[config.mk]
export PLATFORM = sky130hd
export DESIGN_NAME = mips_divider_flat
export DESIGN_NICKNAME = d
export VERILOG_FILES = /design/src/rtl/mips_divider_if.sv /design/src/rtl/mips_divider.sv /design/src/flat_wrapper.sv
export SDC_FILE = /design/constraint.sdc
export NUM_CORES = 1
export LEC_CHECK = 0
export ABC_AREA = 1
export CAP_MARGIN = 0
export CORE_MARGIN = 2
export CORE_UTILIZATION = 60
export DETAILED_ROUTE_END_ITERATION = 8
export GPL_TIMING_DRIVEN = 0
export PLACE_DENSITY = 0.88
export SETUP_SLACK_MARGIN = 0.15
export SLEW_MARGIN = 20
export SYNTH_ARGS = -nofsm -noshare
export SYNTH_HDL_FRONTEND = slang
export SYNTH_SLANG_ARGS = --single-unit
[constraint.sdc]
create_clock -name clk -period 9.45 [get_ports clk]
set_clock_uncertainty 0.2 [all_clocks]
set_input_delay 0.945 -clock clk [delete_from_list [all_inputs] [get_ports clk]]
set_output_delay 0.945 -clock clk [all_outputs]
set_load 0.005 [all_outputs]
[src/rtl/mips_divider_if.sv]
// mips_divider_if: handshake and operand/result bundle for the MIPS divider.
//   master : requester side (control unit / bench) drives start, is_signed,
//            dividend, divisor (and abort when DIV_ABORT_EN is defined).
//   slave  : divider side, drives busy, done, quotient, remainder, div_by_zero.
// Optional feature macro: DIV_ABORT_EN (adds the abort request line).
interface mips_divider_if #(
    parameter int unsigned WIDTH = 32
);
    logic             start;
    logic             is_signed;
    logic [WIDTH-1:0] dividend;
    logic [WIDTH-1:0] divisor;
    logic             busy;
    logic             done;
    logic [WIDTH-1:0] quotient;
    logic [WIDTH-1:0] remainder;
    logic             div_by_zero;
`ifdef DIV_ABORT_EN
    logic             abort;

    modport master (
        output start, is_signed, dividend, divisor, abort,
        input  busy, done, quotient, remainder, div_by_zero
    );

    modport slave (
        input  start, is_signed, dividend, divisor, abort,
        output busy, done, quotient, remainder, div_by_zero
    );
`else
    modport master (
        output start, is_signed, dividend, divisor,
        input  busy, done, quotient, remainder, div_by_zero
    );

    modport slave (
        input  start, is_signed, dividend, divisor,
        output busy, done, quotient, remainder, div_by_zero
    );
`endif
endinterface

[src/rtl/mips_divider.sv]
// mips_divider: multi-cycle restoring divider serving MIPS DIV/DIVU.
//   clk, rst    : rising-edge clock, asynchronous active-high reset
//   bus (slave) : start/is_signed/dividend/divisor in; busy/done/quotient/
//                 remainder/div_by_zero out (all outputs registered)
// One shift-and-subtract iteration per cycle in RUN (WIDTH cycles), then a
// FIX cycle applies signs and loads the result registers with a done pulse.
// Optional feature macro: DIV_ABORT_EN (abort input returns RUN/FIX to IDLE).
module mips_divider #(
    parameter int unsigned WIDTH = 32
) (
    input logic          clk,
    input logic          rst,
    mips_divider_if.slave bus
);
    localparam int unsigned CNT_W = $clog2(WIDTH);

    typedef enum logic [1:0] {
        IDLE = 2'd0,
        RUN  = 2'd1,
        FIX  = 2'd2
    } state_t;

    state_t state, state_next;

    logic [WIDTH-1:0] rem_q;     // partial remainder (raw dividend on divide-by-zero)
    logic [WIDTH-1:0] quo_q;     // dividend magnitude, shifted out as quotient bits enter
    logic [WIDTH-1:0] dsr_q;     // divisor magnitude
    logic             neg_q;     // quotient must be negated
    logic             rneg_q;    // remainder must be negated
    logic             zero_q;    // divisor was zero
    logic [CNT_W-1:0] cnt_q;

    logic             busy_q, done_q, dbz_q;
    logic [WIDTH-1:0] quotient_q, remainder_q;

    logic             busy_next, done_next;
    logic [WIDTH-1:0] q_fix, r_fix;
    logic             abort_hit;

`ifdef DIV_ABORT_EN
    assign abort_hit = bus.abort && (state != IDLE);
`else
    assign abort_hit = 1'b0;
`endif

    // Magnitude of an operand: two's-complement absolute value for DIV only.
    function automatic logic [WIDTH-1:0] mag(input logic [WIDTH-1:0] v, input logic s);
        return (s && v[WIDTH-1]) ? WIDTH'(-v) : v;
    endfunction

    // Trial subtraction on the left-shifted {remainder, dividend} pair.
    logic [WIDTH:0]   shifted;
    logic [WIDTH+1:0] trial;
    logic             ge;

    assign shifted = {rem_q, quo_q[WIDTH-1]};
    assign trial   = {1'b0, shifted} - {2'b00, dsr_q};
    // No borrow implies the difference is below the divisor, so bit WIDTH is also 0.
    assign ge      = ~|trial[WIDTH+1:WIDTH];

    // State register.
    always_ff @(posedge clk or posedge rst) begin
        if (rst) begin
            state <= IDLE;
        end else begin
            state <= state_next;
        end
    end

    // Next-state logic; abort overrides any advance.
    always_comb begin
        state_next = state;
        case (state)
            IDLE:    if (bus.start) state_next = (bus.divisor == '0) ? FIX : RUN;
            RUN:     if (cnt_q == CNT_W'(WIDTH - 1)) state_next = FIX;
            FIX:     state_next = IDLE;
            default: state_next = IDLE;
        endcase
        if (abort_hit) begin
            state_next = IDLE;
        end
    end

    // Output logic: next values of the registered outputs and the signed fix-up.
    always_comb begin
        busy_next = (state_next == RUN) || (state_next == FIX);
        done_next = (state == FIX) && !abort_hit;
        q_fix     = quo_q;
        r_fix     = rem_q;
        if (zero_q) begin
            q_fix = '1;
        end else begin
            if (neg_q)  q_fix = WIDTH'(-quo_q);
            if (rneg_q) r_fix = WIDTH'(-rem_q);
        end
    end

    // Datapath and output registers.
    always_ff @(posedge clk or posedge rst) begin
        if (rst) begin
            rem_q       <= '0;
            quo_q       <= '0;
            dsr_q       <= '0;
            neg_q       <= 1'b0;
            rneg_q      <= 1'b0;
            zero_q      <= 1'b0;
            cnt_q       <= '0;
            busy_q      <= 1'b0;
            done_q      <= 1'b0;
            dbz_q       <= 1'b0;
            quotient_q  <= '0;
            remainder_q <= '0;
        end else begin
            busy_q <= busy_next;
            done_q <= done_next;
            if (done_next) begin
                quotient_q  <= q_fix;
                remainder_q <= r_fix;
                dbz_q       <= zero_q;
            end
            case (state)
                IDLE: begin
                    if (bus.start) begin
                        cnt_q  <= '0;
                        dsr_q  <= mag(bus.divisor, bus.is_signed);
                        quo_q  <= mag(bus.dividend, bus.is_signed);
                        neg_q  <= bus.is_signed && (bus.dividend[WIDTH-1] ^ bus.divisor[WIDTH-1]);
                        rneg_q <= bus.is_signed && bus.dividend[WIDTH-1];
                        zero_q <= (bus.divisor == '0);
                        // Divide-by-zero returns the raw dividend as remainder.
                        rem_q  <= (bus.divisor == '0) ? bus.dividend : '0;
                    end
                end
                RUN: begin
                    rem_q <= ge ? trial[WIDTH-1:0] : shifted[WIDTH-1:0];
                    quo_q <= {quo_q[WIDTH-2:0], ge};
                    cnt_q <= cnt_q + 1'b1;
                end
                default: ;
            endcase
        end
    end

    assign bus.busy        = busy_q;
    assign bus.done        = done_q;
    assign bus.quotient    = quotient_q;
    assign bus.remainder   = remainder_q;
    assign bus.div_by_zero = dbz_q;

endmodule

[src/flat_wrapper.sv]
// flat-port wrapper written by rule: the top's interface ports become plain ports
module mips_divider_flat 
#(
    parameter int unsigned WIDTH = 32
)
  (clk, rst, bus_start, bus_is_signed, bus_dividend, bus_divisor, bus_busy, bus_done, bus_quotient, bus_remainder, bus_div_by_zero);
  mips_divider_if #(.WIDTH(WIDTH)) bus_i ();
  input logic clk;
  input logic rst;
  input wire logic [$bits(bus_i.start)-1:0] bus_start;
  input wire logic [$bits(bus_i.is_signed)-1:0] bus_is_signed;
  input wire logic [$bits(bus_i.dividend)-1:0] bus_dividend;
  input wire logic [$bits(bus_i.divisor)-1:0] bus_divisor;
  output wire logic [$bits(bus_i.busy)-1:0] bus_busy;
  output wire logic [$bits(bus_i.done)-1:0] bus_done;
  output wire logic [$bits(bus_i.quotient)-1:0] bus_quotient;
  output wire logic [$bits(bus_i.remainder)-1:0] bus_remainder;
  output wire logic [$bits(bus_i.div_by_zero)-1:0] bus_div_by_zero;
  assign bus_i.start = bus_start;
  assign bus_i.is_signed = bus_is_signed;
  assign bus_i.dividend = bus_dividend;
  assign bus_i.divisor = bus_divisor;
  assign bus_busy = bus_i.busy;
  assign bus_done = bus_i.done;
  assign bus_quotient = bus_i.quotient;
  assign bus_remainder = bus_i.remainder;
  assign bus_div_by_zero = bus_i.div_by_zero;
  mips_divider #(.WIDTH(WIDTH)) u_core (.clk(clk), .rst(rst), .bus(bus_i));
endmodule
[Word-level counts from Yosys, hierarchy flattened]
Cells that the tools add are included.
Cells by class
  equal/unequal tests: 6
  bitwise gates (word level): 1
  reduce and logical (&&, ||, !) cells: 11
  mux-type cells: 18
  $add $sub $neg: 6
Operator list (number)
  $mux 32: 10
  $neg 32->32: 4
  $pmux 32 s2: 2
  $sub 33x32->34: 1
  $logic_not 32->1: 1
  $pmux 5 s2: 1
  $mux 2: 3
  $add 5x1->5 const B: 1
  $eq 5x5->1 const B: 1
  $mux 5: 1
  $eq 2x1->1 const B: 2
  $eq 2x2->1 const B: 2
  $pmux 2 s2: 1
  $reduce_and 2->1: 2
  $logic_and 1x1->1: 3
  $logic_not 2->1: 1
  $ne 2x2->1 const B: 1
  $reduce_bool 2->1: 1
  $reduce_or 2->1: 1
  $logic_not 1->1: 1
  $logic_or 1x1->1: 1
  $xor 1x1->1: 1
Storage, ports and cells
  output and inout port bits: 67
  word-level logic and storage cells: 55
  bits in registers: 173

[Depth between registers and ports, before layout]
  depth after elaboration: 6
  mapped depth: 21
  gate-level depth less buffers: 20

[Worst setup path before layout]
No wires, ideal clock.
  path kind: input-to-reg
  from: in bus_divisor[1]
  to: reg u_core.rem_q[1]
  arrival time: 2.498 ns
  required time: 9.184 ns
  path slack: 6.687 ns
  cell stages on the path: 15
  setup time: 0.066 ns
  cell sequence: inv_1 > ha_1 > nand3_2 > nor2_4 > nand4_4 > nor2_4 > nand4_4 > nor2_4 > nand2_4 > nor2_8 > buf_12 > nand2_1 > nand2_1 > nand2_1 > nand2_1
On the way
  cells in the longest elaborated chain, start to end: 4
RTL lines
  from (decl): line flat_wrapper.sv:13  | input wire logic [$bits(bus_i.divisor)-1:0] bus_divisor;
  $logic_not 32->1: line mips_divider.sv:131  | rem_q <= (bus.divisor == '0) ? bus.dividend : '0;
  $mux 32: line mips_divider.sv:131
  $mux 32: line mips_divider.sv:123  | if (bus.start) begin
  $pmux 32 s2: line mips_divider.sv:121  | case (state)
  to (signal assigned): line mips_divider.sv:131
  to (signal assigned): line mips_divider.sv:135  | rem_q <= ge ? trial[WIDTH-1:0] : shifted[WIDTH-1:0];
  to (decl): line mips_divider.sv:25  | logic [WIDTH-1:0] rem_q;
No other way between the ends. The select of a mux whose other input is x is not followed.
A chain may end at the register's enable or synchronous reset.

[Worst setup path after layout]
  from: in bus_start
  to: reg u_core.quo_q[1]
On the way
  cells in the longest elaborated chain, start to end: 2
RTL lines
  from (decl): line flat_wrapper.sv:10  | input wire logic [$bits(bus_i.start)-1:0] bus_start;
  $ne 2x2->1 (no source line)
  $reduce_and 2->1 (no source line)
  to (signal assigned): line mips_divider.sv:126  | quo_q <= mag(bus.dividend, bus.is_signed);
  to (signal assigned): line mips_divider.sv:136  | quo_q <= {quo_q[WIDTH-2:0], ge};
  to (decl): line mips_divider.sv:26  | logic [WIDTH-1:0] quo_q;
No other way between the ends.

==> results.cfg <==
[run_status]
outcome = completed

[cells_and_area]
final_core_util = 0.715
nets = 2291
layout-drive-gt1-share = 0.0373
fillCellCount = 1861
multi_input_area_sq_um = 7580
ff_latch_area_sq_um = 4330
syn_to_final_growth_pct = 17.3

[placement]
portBuffers = 134
place_congestion = 1.01
dpl.hpwl_mm = 35.9

[logic_synthesis]
synth_top_area_share = 0.326
netlist-cell-type-count = 48
ys.flop_type = dfrtp_1
syn-num-nets = 2137
synth_top_area_cell = dfrtp_1
synth_area_leaders = dfrtp_1 (33%), nand2_1 (18%), inv_1 (7.8%)
async_flop_share = 1.00
syn_inst = 2030
synth_edf_count = 0
ys_warn_count = 0
ys_ff_latch = 173
synth.most_common_cell = nand2_1
yosysSeqAreaShare = 0.326
syn_area_sq_um = 13300
synth_common_cells = nand2_1 (647), inv_1 (276), nor2_1 (196), dfrtp_1 (173), nand3_1 (162)
synth.avg_cell_area_sq_um = 6.54

[floorplan]
io_pins = 135
start_util = 0.610
coreArea_sq_um = 21800
rows = 54
die_h_um = 153
die_w_um = 153
dieArea_sq_um = 23300

[sta]
hold_violations = 0
finalMaxSlewViolations = 0
relSlewSlack = 0.418
tightest_slew_ns = 0.870
min_period_ns = 3.46
post-route-period-util = 0.366
fmax_ghz = 0.289
final.setup.tns_ns = 0
setup_viol_count_final = 0
rsz0062_at_grt = no

[global_routing]
overflow = 0
gr-usage-met1 = 0.542
grt_usage = 0.389
grt_antenna_before_repair = 1
grt_pass1_wl_mm = 71.6
grt_pass1_vias = 13500
busiest_layer = met2
gr-usage-met3 = 0.0691
grt_max_degree = 95
use_met2 = 0.606

[setup_path]
crit_type = in -> reg
worstPathArrival_ns = 3.56
worstPathRequired_ns = 9.55
path_max_fanout = 10
cp-end-kind = register
cp-start-kind = primary input

[cts]
path_clk_slew_ns = 0.07
cts_resized = 0
clockRootBuffer = clkbuf_16
insertion_delay_ns = 0.45
clockBufferDepth = 2
cts_tree = done
cts_max_level = 4
cts_sinks = 173
post-cts-setup-buffers = 0
cts_buffers = 17
hold_buffers = 0

[hold_path]
min_path_type = reg -> reg

[routing]
vias = 14400
drt_iter0_drc = 1523
drc = 0
via_per_inst = 5.81
firstDrtPassIters = 6
wl_mm = 45.4
wl_per_cell_um = 18.3
drtAntennaViolNets = 0

[power_and_ir_drop]
power_frac_seq = 0.240
switchingPower_mw = 3.14
vdd_drop_max_mv = 0.193
combPwrFrac = 0.642
power_density_nw_per_um2 = 383
power_leakage_nw = 7.83
pwr-share-clk = 0.117
p_int_mw = 2.82
sw_frac_of_total = 0.528

[run]
drv_cap = 0
## state kept, by name, indices dropped and copies added (netlist names), 2 cells and up
name,cells
u_core.bus.quotient,32
u_core.bus.remainder,32
u_core.cnt_q,5
u_core.dsr_q,32
u_core.quo_q,32
u_core.rem_q,32
u_core.state,2
## stage by stage
step                area (sq um)  setup slack (ns)  power [mW]  hold WS [ns]  std cells
floorplan                  13300              3.62        3.96         0.249       2030
global placement           15000              1.61        5.04         0.265       2444
detailed placement         15000              5.68        5.14         0.268       2445
CTS                        15600              6.12        5.85         0.287       2477
global route               15600              5.85        6.47         0.304       2477
finish                     15600              5.99        5.96         0.282       2478
## layout make-up
type	instances	area share
multi-input cells	1510	0.487
repair buffers	135	0.0880
flip-flops and latches	173	0.278
well taps	280	0.0225
clock inverters	13	0.00820
diodes	1	0.000161
inverters	279	0.0678
plain buffers	68	0.0201
clock buffers	19	0.0278
## worst max-delay path, stage by stage
cell and delay (ns):
clkdlybuf4s50_1 0.39, nand3_1 0.27, clkinv_1 0.29, nor2_1 0.73
inv_1 0.28, clkbuf_1 0.34, o211ai_1 0.18, o21ai_0 0.11
## routing by layer
metal,share of wire,wire [um]
met5,0,0
met4,0.034,1550
met3,0.11,4770
met2,0.44,19900
met1,0.42,19200
## cells by family after synthesis
group / after synthesis / synth area share
adder cells (fa/ha/maj): 39 / 0.0373
AND/OR/NAND/NOR: 1129 / 0.365
XOR/XNOR: 90 / 0.0594
AO/OA/AOI/OAI: 252 / 0.109
flip-flops: 173 / 0.326
buffers and inverters: 347 / 0.103
## layout by cell type (no fill, tap or decap), types with 20 or more instances in the layout
cell type	n
a21oi_1	39
a22oi_1	25
clkbuf_1	49
clkdlybuf4s50_1	134
dfrtp_1	173
ha_1	38
inv_1	275
nand2_1	647
nand3_1	162
nand3b_1	20
nand4_1	28
nor2_1	196
nor3_1	30
o21ai_0	120
xnor2_1	26
xor2_1	64
## power by group through the flow
stage,Clock [mW],Sequential [mW],Combinational (mW)
2_1_floorplan,0,1.30,2.66
3_3_place_gp,0,1.41,3.63
3_5_place_dp,0,1.42,3.72
4_1_cts,0.698,1.41,3.74
5_1_grt,0.725,1.46,4.29
6_report,0.699,1.43,3.83
## path summary, 6_finish.rpt
path / startpoint / end / slack (ns) / depth (start not counted)
setup / recovery: bus_start / u_core.quo_q[1] / 5.99 / 8
hold / removal: u_core.dsr_q[26] / u_core.dsr_q[26] / 0.28 / 2
setup reg to reg: u_core.quo_q[31] / u_core.rem_q[3] / 6.17 / 19
hold reg to reg: u_core.dsr_q[26] / u_core.dsr_q[26] / 0.28 / 2
max in group asynchronous: rst / u_core.dsr_q[23] / 7.38 / 3
min in group asynchronous: rst / u_core.bus.done / 0.84 / 2
No activity file was read; power rests on OpenSTA's default activity.
